$ cat src/rtl/cnn_pkg.sv
// cnn_pkg: shared geometry, widths and FSM state type for the
// simpleCNN sequencing controller and its argmax helper.
package cnn_pkg;

    localparam int IMG_H   = 10;
    localparam int IMG_W   = 20;
    localparam int K       = 3;
    localparam int NCLASS  = 10;
    localparam int SCORE_W = 16;

    localparam int IMG_N    = IMG_H * IMG_W;
    localparam int WIN_N    = K * K;
    localparam int WIN_ROWS = IMG_H - K + 1;
    localparam int WIN_COLS = IMG_W - K + 1;
    localparam int NWIN     = WIN_ROWS * WIN_COLS;

    localparam int ROW_W = $clog2(IMG_H);
    localparam int COL_W = $clog2(IMG_W);
    localparam int CLS_W = $clog2(NCLASS);
    localparam int IDX_W = $clog2(IMG_N);

    localparam logic [ROW_W-1:0] ROW_MAX = ROW_W'(WIN_ROWS - 1);
    localparam logic [COL_W-1:0] COL_MAX = COL_W'(WIN_COLS - 1);
    localparam logic [CLS_W-1:0] CLS_MAX = CLS_W'(NCLASS - 1);

    typedef enum logic [2:0] {
        S_IDLE,
        S_STREAM,
        S_WAIT_CONV,
        S_REQ,
        S_WAIT_SCORE,
        S_FINISH
    } state_t;

endpackage

$ cat src/rtl/cnn_seq_ctrl_if.sv
// cnn_seq_ctrl_if: start/image, window stream, conv-done, score poll
// and result signals. master = controller, slave = environment.
interface cnn_seq_ctrl_if;
    import cnn_pkg::*;

    logic                      START;
    logic [IMG_N-1:0]          IMGIN;
    logic                      BUSY;
    logic                      WIN_VALID;
    logic                      WIN_READY;
    logic [WIN_N-1:0]          WIN_DATA;
    logic [ROW_W-1:0]          WIN_ROW;
    logic [COL_W-1:0]          WIN_COL;
    logic                      WIN_LAST;
    logic                      CONV_DONE;
    logic                      SCORE_REQ;
    logic [CLS_W-1:0]          SCORE_CLS;
    logic                      SCORE_VALID;
    logic signed [SCORE_W-1:0] SCORE;
    logic                      DONE;
    logic [CLS_W-1:0]          OUT;

    modport master (
        input  START, IMGIN, WIN_READY, CONV_DONE,
        input  SCORE_VALID, SCORE,
        output BUSY, WIN_VALID, WIN_DATA, WIN_ROW,
        output WIN_COL, WIN_LAST, SCORE_REQ,
        output SCORE_CLS, DONE, OUT
    );

    modport slave (
        output START, IMGIN, WIN_READY, CONV_DONE,
        output SCORE_VALID, SCORE,
        input  BUSY, WIN_VALID, WIN_DATA, WIN_ROW,
        input  WIN_COL, WIN_LAST, SCORE_REQ,
        input  SCORE_CLS, DONE, OUT
    );

endinterface

$ cat src/rtl/cnn_argmax.sv
// cnn_argmax: running best-score tracker across class scores.
// Ports: clk, rst (sync high), clr, upd, cls, score in; best out.
module cnn_argmax
    import cnn_pkg::*;
(
    input  logic                      clk,
    input  logic                      rst,
    input  logic                      clr,
    input  logic                      upd,
    input  logic [CLS_W-1:0]          cls,
    input  logic signed [SCORE_W-1:0] score,
    output logic [CLS_W-1:0]          best
);

    logic signed [SCORE_W-1:0] best_score;
    logic [CLS_W-1:0]          best_cls;
    logic                      take;

    // Class 0 seeds the tracker; strict > keeps the lower index on ties.
    assign take = (cls == '0) || (score > best_score);

    // Winner including the score presented this cycle, so the caller
    // can register the final result on the same edge as the update.
    assign best = (upd && take) ? cls : best_cls;

    always_ff @(posedge clk) begin
        if (rst || clr) begin
            best_score <= '0;
            best_cls   <= '0;
        end else if (upd && take) begin
            best_score <= score;
            best_cls   <= cls;
        end
    end

endmodule

$ cat src/rtl/cnn_seq_ctrl.sv
// cnn_seq_ctrl: latches an image, streams all 3x3 windows, polls one
// score per class and reports the argmax. Ports: CLK, RST, bus.
module cnn_seq_ctrl
    import cnn_pkg::*;
(
    input  logic           CLK,
    input  logic           RST,
    cnn_seq_ctrl_if.master bus
);

    state_t           state;
    logic [IMG_N-1:0] img;
    logic [IMG_N-1:0] src;
    logic [ROW_W-1:0] row;
    logic [COL_W-1:0] col;
    logic [ROW_W-1:0] nxt_row;
    logic [COL_W-1:0] nxt_col;
    logic             nxt_last;
    logic [WIN_N-1:0] nxt_data;
    logic [IDX_W-1:0] idx;
    logic [CLS_W-1:0] cls;
    logic             busy;
    logic             win_valid;
    logic [WIN_N-1:0] win_data;
    logic             win_last;
    logic             score_req;
    logic             done;
    logic [CLS_W-1:0] out_cls;
    logic             clr;
    logic             upd;
    logic [CLS_W-1:0] best;

    // The first window is sliced straight from IMGIN on the START edge.
    assign src = (state == S_IDLE) ? bus.IMGIN : img;

    always_comb begin
        nxt_row = '0;
        nxt_col = '0;
        if (state == S_STREAM && !win_last) begin
            if (col == COL_MAX) begin
                nxt_row = row + 1'b1;
            end else begin
                nxt_row = row;
                nxt_col = col + 1'b1;
            end
        end
    end

    assign nxt_last = (nxt_row == ROW_MAX) && (nxt_col == COL_MAX);

    always_comb begin
        nxt_data = '0;
        idx      = '0;
        for (int k = 0; k < WIN_N; k++) begin
            idx = IDX_W'((int'(nxt_row) + k / K) * IMG_W
                         + int'(nxt_col) + k % K);
            nxt_data[k] = src[idx];
        end
    end

    assign clr = (state == S_IDLE) && bus.START;
    assign upd = (state == S_WAIT_SCORE) && bus.SCORE_VALID;

    cnn_argmax u_argmax (
        .clk   (CLK),
        .rst   (RST),
        .clr   (clr),
        .upd   (upd),
        .cls   (cls),
        .score (bus.SCORE),
        .best  (best)
    );

    always_ff @(posedge CLK) begin
        if (RST) begin
            state     <= S_IDLE;
            img       <= '0;
            row       <= '0;
            col       <= '0;
            cls       <= '0;
            busy      <= 1'b0;
            win_valid <= 1'b0;
            win_data  <= '0;
            win_last  <= 1'b0;
            score_req <= 1'b0;
            done      <= 1'b0;
            out_cls   <= '0;
        end else begin
            score_req <= 1'b0;
            done      <= 1'b0;
            unique case (state)
                S_IDLE: begin
                    if (bus.START) begin
                        img       <= bus.IMGIN;
                        row       <= '0;
                        col       <= '0;
                        cls       <= '0;
                        busy      <= 1'b1;
                        win_valid <= 1'b1;
                        win_data  <= nxt_data;
                        win_last  <= 1'b0;
                        state     <= S_STREAM;
                    end
                end
                S_STREAM: begin
                    if (bus.WIN_READY) begin
                        if (win_last) begin
                            win_valid <= 1'b0;
                            win_data  <= '0;
                            win_last  <= 1'b0;
                            row       <= '0;
                            col       <= '0;
                            state     <= S_WAIT_CONV;
                        end else begin
                            row      <= nxt_row;
                            col      <= nxt_col;
                            win_data <= nxt_data;
                            win_last <= nxt_last;
                        end
                    end
                end
                S_WAIT_CONV: begin
                    if (bus.CONV_DONE) begin
                        score_req <= 1'b1;
                        state     <= S_REQ;
                    end
                end
                S_REQ: begin
                    state <= S_WAIT_SCORE;
                end
                S_WAIT_SCORE: begin
                    if (bus.SCORE_VALID) begin
                        if (cls == CLS_MAX) begin
                            out_cls <= best;
                            done    <= 1'b1;
                            state   <= S_FINISH;
                        end else begin
                            cls       <= cls + 1'b1;
                            score_req <= 1'b1;
                            state     <= S_REQ;
                        end
                    end
                end
                S_FINISH: begin
                    busy  <= 1'b0;
                    cls   <= '0;
                    state <= S_IDLE;
                end
                default: begin
                    state <= S_IDLE;
                end
            endcase
        end
    end

    assign bus.BUSY      = busy;
    assign bus.WIN_VALID = win_valid;
    assign bus.WIN_DATA  = win_data;
    assign bus.WIN_ROW   = row;
    assign bus.WIN_COL   = col;
    assign bus.WIN_LAST  = win_last;
    assign bus.SCORE_REQ = score_req;
    assign bus.SCORE_CLS = cls;
    assign bus.DONE      = done;
    assign bus.OUT       = out_cls;

endmodule

$ cat src/flat_wrapper.sv
// flat-port wrapper written by rule: the top's interface ports become plain ports
module cnn_seq_ctrl_flat import cnn_pkg::*;
  (CLK, RST, bus_START, bus_IMGIN, bus_WIN_READY, bus_CONV_DONE, bus_SCORE_VALID, bus_SCORE, bus_BUSY, bus_WIN_VALID, bus_WIN_DATA, bus_WIN_ROW, bus_WIN_COL, bus_WIN_LAST, bus_SCORE_REQ, bus_SCORE_CLS, bus_DONE, bus_OUT);
  cnn_seq_ctrl_if bus_i ();
  input  logic CLK;
  input  logic RST;
  input wire logic [$bits(bus_i.START)-1:0] bus_START;
  input wire logic [$bits(bus_i.IMGIN)-1:0] bus_IMGIN;
  input wire logic [$bits(bus_i.WIN_READY)-1:0] bus_WIN_READY;
  input wire logic [$bits(bus_i.CONV_DONE)-1:0] bus_CONV_DONE;
  input wire logic [$bits(bus_i.SCORE_VALID)-1:0] bus_SCORE_VALID;
  input wire logic [$bits(bus_i.SCORE)-1:0] bus_SCORE;
  output wire logic [$bits(bus_i.BUSY)-1:0] bus_BUSY;
  output wire logic [$bits(bus_i.WIN_VALID)-1:0] bus_WIN_VALID;
  output wire logic [$bits(bus_i.WIN_DATA)-1:0] bus_WIN_DATA;
  output wire logic [$bits(bus_i.WIN_ROW)-1:0] bus_WIN_ROW;
  output wire logic [$bits(bus_i.WIN_COL)-1:0] bus_WIN_COL;
  output wire logic [$bits(bus_i.WIN_LAST)-1:0] bus_WIN_LAST;
  output wire logic [$bits(bus_i.SCORE_REQ)-1:0] bus_SCORE_REQ;
  output wire logic [$bits(bus_i.SCORE_CLS)-1:0] bus_SCORE_CLS;
  output wire logic [$bits(bus_i.DONE)-1:0] bus_DONE;
  output wire logic [$bits(bus_i.OUT)-1:0] bus_OUT;
  assign bus_i.START = bus_START;
  assign bus_i.IMGIN = bus_IMGIN;
  assign bus_i.WIN_READY = bus_WIN_READY;
  assign bus_i.CONV_DONE = bus_CONV_DONE;
  assign bus_i.SCORE_VALID = bus_SCORE_VALID;
  assign bus_i.SCORE = bus_SCORE;
  assign bus_BUSY = bus_i.BUSY;
  assign bus_WIN_VALID = bus_i.WIN_VALID;
  assign bus_WIN_DATA = bus_i.WIN_DATA;
  assign bus_WIN_ROW = bus_i.WIN_ROW;
  assign bus_WIN_COL = bus_i.WIN_COL;
  assign bus_WIN_LAST = bus_i.WIN_LAST;
  assign bus_SCORE_REQ = bus_i.SCORE_REQ;
  assign bus_SCORE_CLS = bus_i.SCORE_CLS;
  assign bus_DONE = bus_i.DONE;
  assign bus_OUT = bus_i.OUT;
  cnn_seq_ctrl u_core (.CLK(CLK), .RST(RST), .bus(bus_i));
endmodule
$ cat config.mk
export PLATFORM = sky130hd
export DESIGN_NAME = cnn_seq_ctrl_flat
export DESIGN_NICKNAME = d
export VERILOG_FILES = /design/src/rtl/cnn_pkg.sv /design/src/rtl/cnn_seq_ctrl_if.sv /design/src/rtl/cnn_argmax.sv /design/src/rtl/cnn_seq_ctrl.sv /design/src/flat_wrapper.sv
export SDC_FILE = /design/constraint.sdc
export NUM_CORES = 1
export LEC_CHECK = 0
export CAP_MARGIN = 40
export CORE_ASPECT_RATIO = 1.75
export CORE_UTILIZATION = 40
export CTS_BUF_LIST = sky130_fd_sc_hd__clkbuf_8 sky130_fd_sc_hd__clkbuf_16
export CTS_CLUSTER_SIZE = 14
export DETAILED_ROUTE_END_ITERATION = 12
export DONT_BUFFER_PORTS = 1
export GPL_TIMING_DRIVEN = 0
export SLEW_MARGIN = 40
export SYNTH_ARGS = -nofsm -noshare
export SYNTH_HDL_FRONTEND = slang
export SYNTH_SLANG_ARGS = --single-unit
$ cat constraint.sdc
create_clock -name CLK -period 6.9 [get_ports CLK]
set_input_delay 1.38 -clock CLK [delete_from_list [all_inputs] [get_ports CLK]]
set_output_delay 1.38 -clock CLK [all_outputs]
set_load 0.02 [all_outputs]
==> results of run 1 <==
through the flow:
stage | cell area [um2] | setup WS (ns)
3_3_place_gp | 22370 | -1.869
5_1_grt | 23500 | 0.006826
4_1_cts | 23450 | 0.0009117
2_1_floorplan | 21510 | 1.460
3_5_place_dp | 22540 | -0.8830
6_report | 23500 | 0.06576
timing repair:
| action | in CTS | in global routing |
|---|---|---|
| endpoints found under the setup margin | 5 | 5 |
| gates resized for setup | 29 | 18 |
| hold endpoints to repair | 0 | 0 |
kinds of logic (layout without fill, tap and decap cells):
logic type	Yosys count	after routing	share of synthesized area
adder cells (fa/ha/maj)	53	53	0.03292
AO/OA/AOI/OAI	413	413	0.1111
XOR/XNOR	64	64	0.02797
multiplexers	645	645	0.3940
AND/OR/NAND/NOR	757	757	0.1493
flip-flops	254	254	0.2364
other	0	1	0
buffers and inverters	233	278	0.04839
power groups by stage:
stage | clock (W) | sequential, W | combinational [W]
after floorplan | 0 | 0.00179 | 0.00341
after global placement | 0 | 0.00182 | 0.00525
after detailed placement | 0 | 0.00183 | 0.00531
after CTS | 0.00140 | 0.00180 | 0.00534
after global routing | 0.00146 | 0.00182 | 0.00562
final | 0.00139 | 0.00180 | 0.00549
layer usage:
| metal | GRT usage | vias to the layer above | wire length [um] |
|---|---|---|---|
| li1 | - | 8904 | - |
| met1 | 0.3673 | 9982 | 33350 |
| met2 | 0.6562 | 1065 | 51560 |
| met3 | 0.08542 | 332 | 8366 |
| met4 | 0.3200 | 0 | 10320 |
| met5 | 0 | - | 0 |
placed cells by master (no fill, tap or decap), types with 34 or more instances in the layout:
| cell type | Yosys | final |
|---|---|---|
| nand2_1 | 518 | 518 |
| mux2i_1 | 471 | 468 |
| a21oi_1 | 264 | 264 |
| dfxtp_1 | 254 | 253 |
| mux4_2 | 160 | 160 |
| clkbuf_1 | 121 | 95 |
| nor2_1 | 73 | 67 |
| nand3_1 | 51 | 51 |
| buf_2 | 42 | 48 |
| ha_1 | 47 | 45 |
| inv_1 | 38 | 42 |
| o21ai_0 | 34 | 34 |
area by class of cell:
cell class / count / area, um2
clock buffers: 30 / 705.7
fillers: 5287 / 29750
multi-input cells: 1932 / 15630
inverters: 42 / 171.4
well taps: 684 / 855.8
plain buffers: 190 / 929.6
clock inverters: 13 / 88.84
diodes: 1 / 2.502
repair buffers: 3 / 30.03
flip-flops and latches: 254 / 5086
tightest hold or removal path: stages (launching register included):
cell and delay, ns:
dfxtp_1 0.31, nand2_1 0.05, a21oi_1 0.05
worst min path at each step:
stage	startpoint	depth (start not counted)	slack, ns	end
after global routing	u_core.img[23]	2	0.47	u_core.img[23]
after CTS	u_core.img[194]	2	0.45	u_core.img[194]
after detailed placement	u_core.img[194]	2	0.45	u_core.img[194]
after global placement	u_core.img[115]	2	0.44	u_core.img[115]
after floorplan	u_core.img[0]	2	0.44	u_core.img[0]
final	u_core.img[199]	2	0.45	u_core.img[199]
registers in the layout (all words and copies together) (netlist names):
register	count
u_core.bus.OUT	4
u_core.bus.DONE	1
u_core.bus.SCORE_REQ	1
u_core.bus.WIN_ROW	4
u_core.img	200
u_core.bus.WIN_DATA	9
u_core.bus.WIN_VALID	1
u_core.bus.WIN_LAST	1
u_core.u_argmax.best_score	16
u_core.state	3
u_core.bus.WIN_COL	5
u_core.u_argmax.best_cls	4
u_core.bus.SCORE_CLS	4
u_core.bus.BUSY	1
==> impl_results.md, run 1 <==
- Critical path depth in cells: 20
- Power Dens Cells: 369.2 mW/mm2
- Setup bufs post-CTS: 0
- Initial antenna violation count: 1
- Syn Inst Count: 2419
- Synth area leaders: dfxtp_1 24%, mux2i_1 22%, mux4_2 17%
- Fin. max-slew vios: 0
- Final core occ: 0.4414
- RSZ-0062 raised after global routing: false
- Max-cap violations: 0
- Final cell count without fillers: 3149
- Layout cells sized above 1: 0.1429
- WHS: 0.4538 ns
- Required @ worst endpoint: 7.39 ns
- Start point of the critical path: u_core.bus.WIN_LAST
- Core area: 0.05325 mm2
- Slew at the pin closest to its max-slew limit: 0.9346 ns
- Buffers on Ports: 0
- HP Class: reg2reg
- Drt first pass iters: 5
- Final ANT Viol Nets: 0
- WP data arrival: 7.32 ns
- CP Launch Type: flop
- CP delay by family, top: buffers and inverters
- Num rows: 112
- GRT Residual Overflow: 0
- Clock root cell: clkbuf_16
- Number of global-route vias before repair: 20550
- Post-synth top cells: 518 x nand2_1, 471 x mux2i_1, 264 x a21oi_1, 254 x dfxtp_1, 160 x mux4_2
- Critical Path Fanout Max: 11
- Post-layout power: 0.008678 W
- Final Skew: 0.04803 ns
- Hold-fix buffers, CTS: 0
- Hpwl dp: 85210 um
- Most numerous cell in the Yosys netlist: nand2_1
- Synth area leader: dfxtp_1
- Worst skew pair latency: 0.59 ns
- Placed insts: 3105
- P_sw: 0.004255 W
- Worst-path cell chain: or4b_1 > buf_2 > or3_1 > buf_6 > clkinv_8 > buf_6 > buf_6 > buf_4 > clkbuf_4 > ha_2 > xor2_2 > clkbuf_4 > clkbuf_4 > mux4_2 > mux2i_2 > mux2i_1 > a211o_1 > a32oi_1 > nand2_1 > o211ai_1
- DR WL/cell: 32.90 um
- Peak VDD IR: 0.0001761 V
- Hold Violations, Final: 0
- Slew HR: 0.3769
- Critical path type: reg2reg
- Post-synth cell types: 71
- Sum Neg Setup Slack: 0 ns
- Fmax: 146.3 MHz
- Mapped Area: 0.02151 mm2
- Gr usage total: 0.3737
- Num ports: 253
- WL final: 103600 um
- Final period utilization: 0.9905
- Most used DFF post-synth: dfxtp_1
- Largest net degree at the start of global routing: 15
- Placer Congestion: 1.074
- Via count: 20280
- Synth warnings: 0
- Status: complete, no violations
- Post-synthesis to final-layout area growth: 9.247%
- Clock transition at path regs: 0.07 ns
- Via density per instance: 6.441
- Seq/Total Area, Yosys: 0.2364
- CTS sink count: 254
- CTS buffer count: 26
- Reg2reg setup slack: 0.07 ns
- Setup crit end: u_core.bus.WIN_DATA[7]
- Syn Area/Cell: 8.893 um2
- Die width: 177.3 um
- # setup viols final: 0
- Post-synth net total: 2694
- Yosys top cell area share: 0.2364
- Synthesis-stage register bit count: 254
- Total number of H-tree levels: 1
- Worst-case reg-to-reg path depth: 20
- Ys async rst share: 0
- Die Ht: 308.8 um
- Fin nets: 2724
- Clk pwr share: 0.160
- Final min period: 6.834 ns
- Net Sw Frac: 0.4903
- First-pass GRT wire length: 144700 um
- P_leak: 9.319 nW
- Slowest cell on crit path: or4b_1
- Internal Pwr Total: 0.004423 W
- DR DRC count: 0
- Area of the die: 0.05475 mm2
- Power share of the combinational group: 0.633
- Sequential fraction of design power: 0.207
- Max incr delay on CP: 0.81 ns
- Crit path capture type: flop
- Max Buffers Root-to-Sink: 3
- Worst R2R Start: u_core.bus.WIN_LAST
- Iteration-0 DRC Markers: 1654
- Post-synth EDFFs: 0
- CTS tree: done
- Worst path bufs/invs: 9
- Initial Util: 0.4040
- Reg2reg end: u_core.bus.WIN_DATA[7]
Note: power is estimated with default switching activity, not from simulation.
==> run 2: changes to the inputs <==
--- a/config.mk
+++ b/config.mk
@@ -13,6 +13,7 @@
 export DETAILED_ROUTE_END_ITERATION = 12
 export DONT_BUFFER_PORTS = 1
 export GPL_TIMING_DRIVEN = 0
+export SKIP_LAST_GASP = 1
 export SLEW_MARGIN = 40
 export SYNTH_ARGS = -nofsm -noshare
 export SYNTH_HDL_FRONTEND = slang
==> run 2 against run 1 <==
Against the previous run: cell count did not move; setup slack got worse by 0.20 ns; first-iteration DRC count rose by 5.0%; via count rose by 0.10%; die area did not move; largest power group unchanged; hold slack barely moved; global-route usage did not move; the flow now finishes with violations (setup timing); clock power barely moved; critical path depth did not move; register-to-register slack got worse by 0.20 ns; non-clock buffer count did not move.
==> impl_results.md, run 2 (same netlist as run 1, synthesis figures left out) <==
- Hold Violations, Final: 0
- DR WL/cell: 32.91 um
- First-pass GRT wire length: 144700 um
- Status: finished, violations left
- Fin nets: 2724
- Net Sw Frac: 0.4903
- Critical path type: reg2reg
- RSZ-0062 raised after global routing: true
- CTS tree: done
- Setup bufs post-CTS: 0
- Placer Congestion: 1.074
- Max-cap violations: 0
- Fmax: 142.2 MHz
- Max FFs per register: 200
- Max Buffers Root-to-Sink: 3
- Initial Util: 0.4040
- Die Ht: 308.8 um
- Total number of H-tree levels: 1
- Hold-fix buffers, CTS: 0
- # setup viols final: 1
- Power share of the combinational group: 0.633
- CP Launch Type: flop
- WP data arrival: 7.52 ns
- CTS buffer count: 26
- Sequential fraction of design power: 0.207
- M1 GR Usage: 0.3673
- Iteration-0 DRC Markers: 1737
- Largest Register: u_core.img
- Final Skew: 0.04728 ns
- Core area: 0.05325 mm2
- Largest net degree at the start of global routing: 15
- Crit path capture type: flop
- Initial antenna violation count: 1
- Worst skew pair latency: 0.59 ns
- Power Dens Cells: 369.3 mW/mm2
- Final core occ: 0.4412
- Sum Neg Setup Slack: -0.1320 ns
- Area of the die: 0.05475 mm2
- Hpwl dp: 85210 um
- Violated checks: setup timing
- Number of global-route vias before repair: 20550
- Layout cells sized above 1: 0.1420
- Final ANT Viol Nets: 0
- Final period utilization: 1.019
- Setup ws final: -0.1320 ns
- P_leak: 9.318 nW
- WL final: 103600 um
- Clock transition at path regs: 0.06 ns
- WHS: 0.4539 ns
- GR peak layer: met2
- Clk pwr share: 0.160
- Fin. max-slew vios: 0
- P_sw: 0.004254 W
- Peak VDD IR: 0.0001762 V
- Most frequent cells in the layout: 518 x nand2_1, 468 x mux2i_1, 264 x a21oi_1
- Internal Pwr Total: 0.004422 W
- DR DRC count: 0
- Post-synthesis to final-layout area growth: 9.218%
- Num ports: 253
- Post-layout power: 0.008676 W
- HP Class: reg2reg
- Die width: 177.3 um
- Required @ worst endpoint: 7.39 ns
- Num rows: 112
- Slew HR: 0.3828
- GRT Residual Overflow: 0
- Final min period: 7.032 ns
- Clock root cell: clkbuf_16
- Routing usage on met3: 0.08542
- Worst slack at placement: -0.8830 ns
- Buffers on Ports: 0
- Met2 global-route usage: 0.6562
- Commonest non-fill, non-tap cell in the layout: nand2_1
- Via count: 20300
- Via density per instance: 6.448
- Critical Path Fanout Max: 11
- Slew at the pin closest to its max-slew limit: 0.9258 ns
- CTS sink count: 254
- Gr usage total: 0.3737
- Drt first pass iters: 5
## run 2: through the flow
step / std cells / cell area, um2
after floorplan: 2419 / 21510
after global placement: 3103 / 22370
after detailed placement: 3105 / 22540
after CTS: 3147 / 23440
after global routing: 3148 / 23490
final: 3149 / 23500
## run 2: layer usage
layer  wire (um)  vias up
met5           0        -
met4       10400        0
met3        8451      331
met2       51480     1061
met1       33310    10000
li1            -     8909
## run 2: critical path: stages (launching register included)
cell      delay (ns)
dfxtp_1         0.56
or4b_1          0.82
buf_2           0.28
or3_1           0.38
buf_6           0.20
clkinv_8        0.11
buf_6           0.18
buf_6           0.25
buf_4           0.35
clkbuf_4        0.39
ha_2            0.43
xnor2_2         0.37
clkbuf_4        0.53
clkbuf_4        0.40
clkbuf_2        0.45
nand2_1         0.11
nand4_1         0.12
nand4_1         0.18
a21oi_1         0.22
a311oi_2        0.10
o41ai_1         0.41
## run 2: repair_timing
item | CTS | global route
cloned | 0 | 0
endpoints found under the setup margin | 5 | 5
gates resized for setup | 26 | 14
## run 2: worst paths after layout
path,startpoint,end,slack [ns],cells past startpoint
setup / recovery,u_core.bus.WIN_LAST,u_core.bus.WIN_DATA[4],-0.13,20
hold / removal,u_core.img[194],u_core.img[194],0.45,2
setup reg to reg,u_core.bus.WIN_LAST,u_core.bus.WIN_DATA[4],-0.13,20
hold reg to reg,u_core.img[194],u_core.img[194],0.45,2
## run 2: cell type report
type | instances | area, um2
Inverter | 42 | 171.4
Clock inverter | 13 | 88.84
Sequential cell | 254 | 5086
Timing Repair Buffer | 3 | 30.03
Clock buffer | 30 | 705.7
Antenna cell | 1 | 2.502
Multi-Input combinational cell | 1932 | 15630
Tap cell | 684 | 855.8
Buffer | 190 | 925.9
Fill cell | 5288 | 29750
## run 2: power by group through the flow
stage                     clock, W  combinational, W  sequential (W)
after detailed placement         0           0.00531         0.00183
after CTS                  0.00140           0.00534         0.00180
after floorplan                  0           0.00341         0.00179
after global routing       0.00146           0.00562         0.00182
final                      0.00139           0.00549         0.00180
after global placement           0           0.00525         0.00182
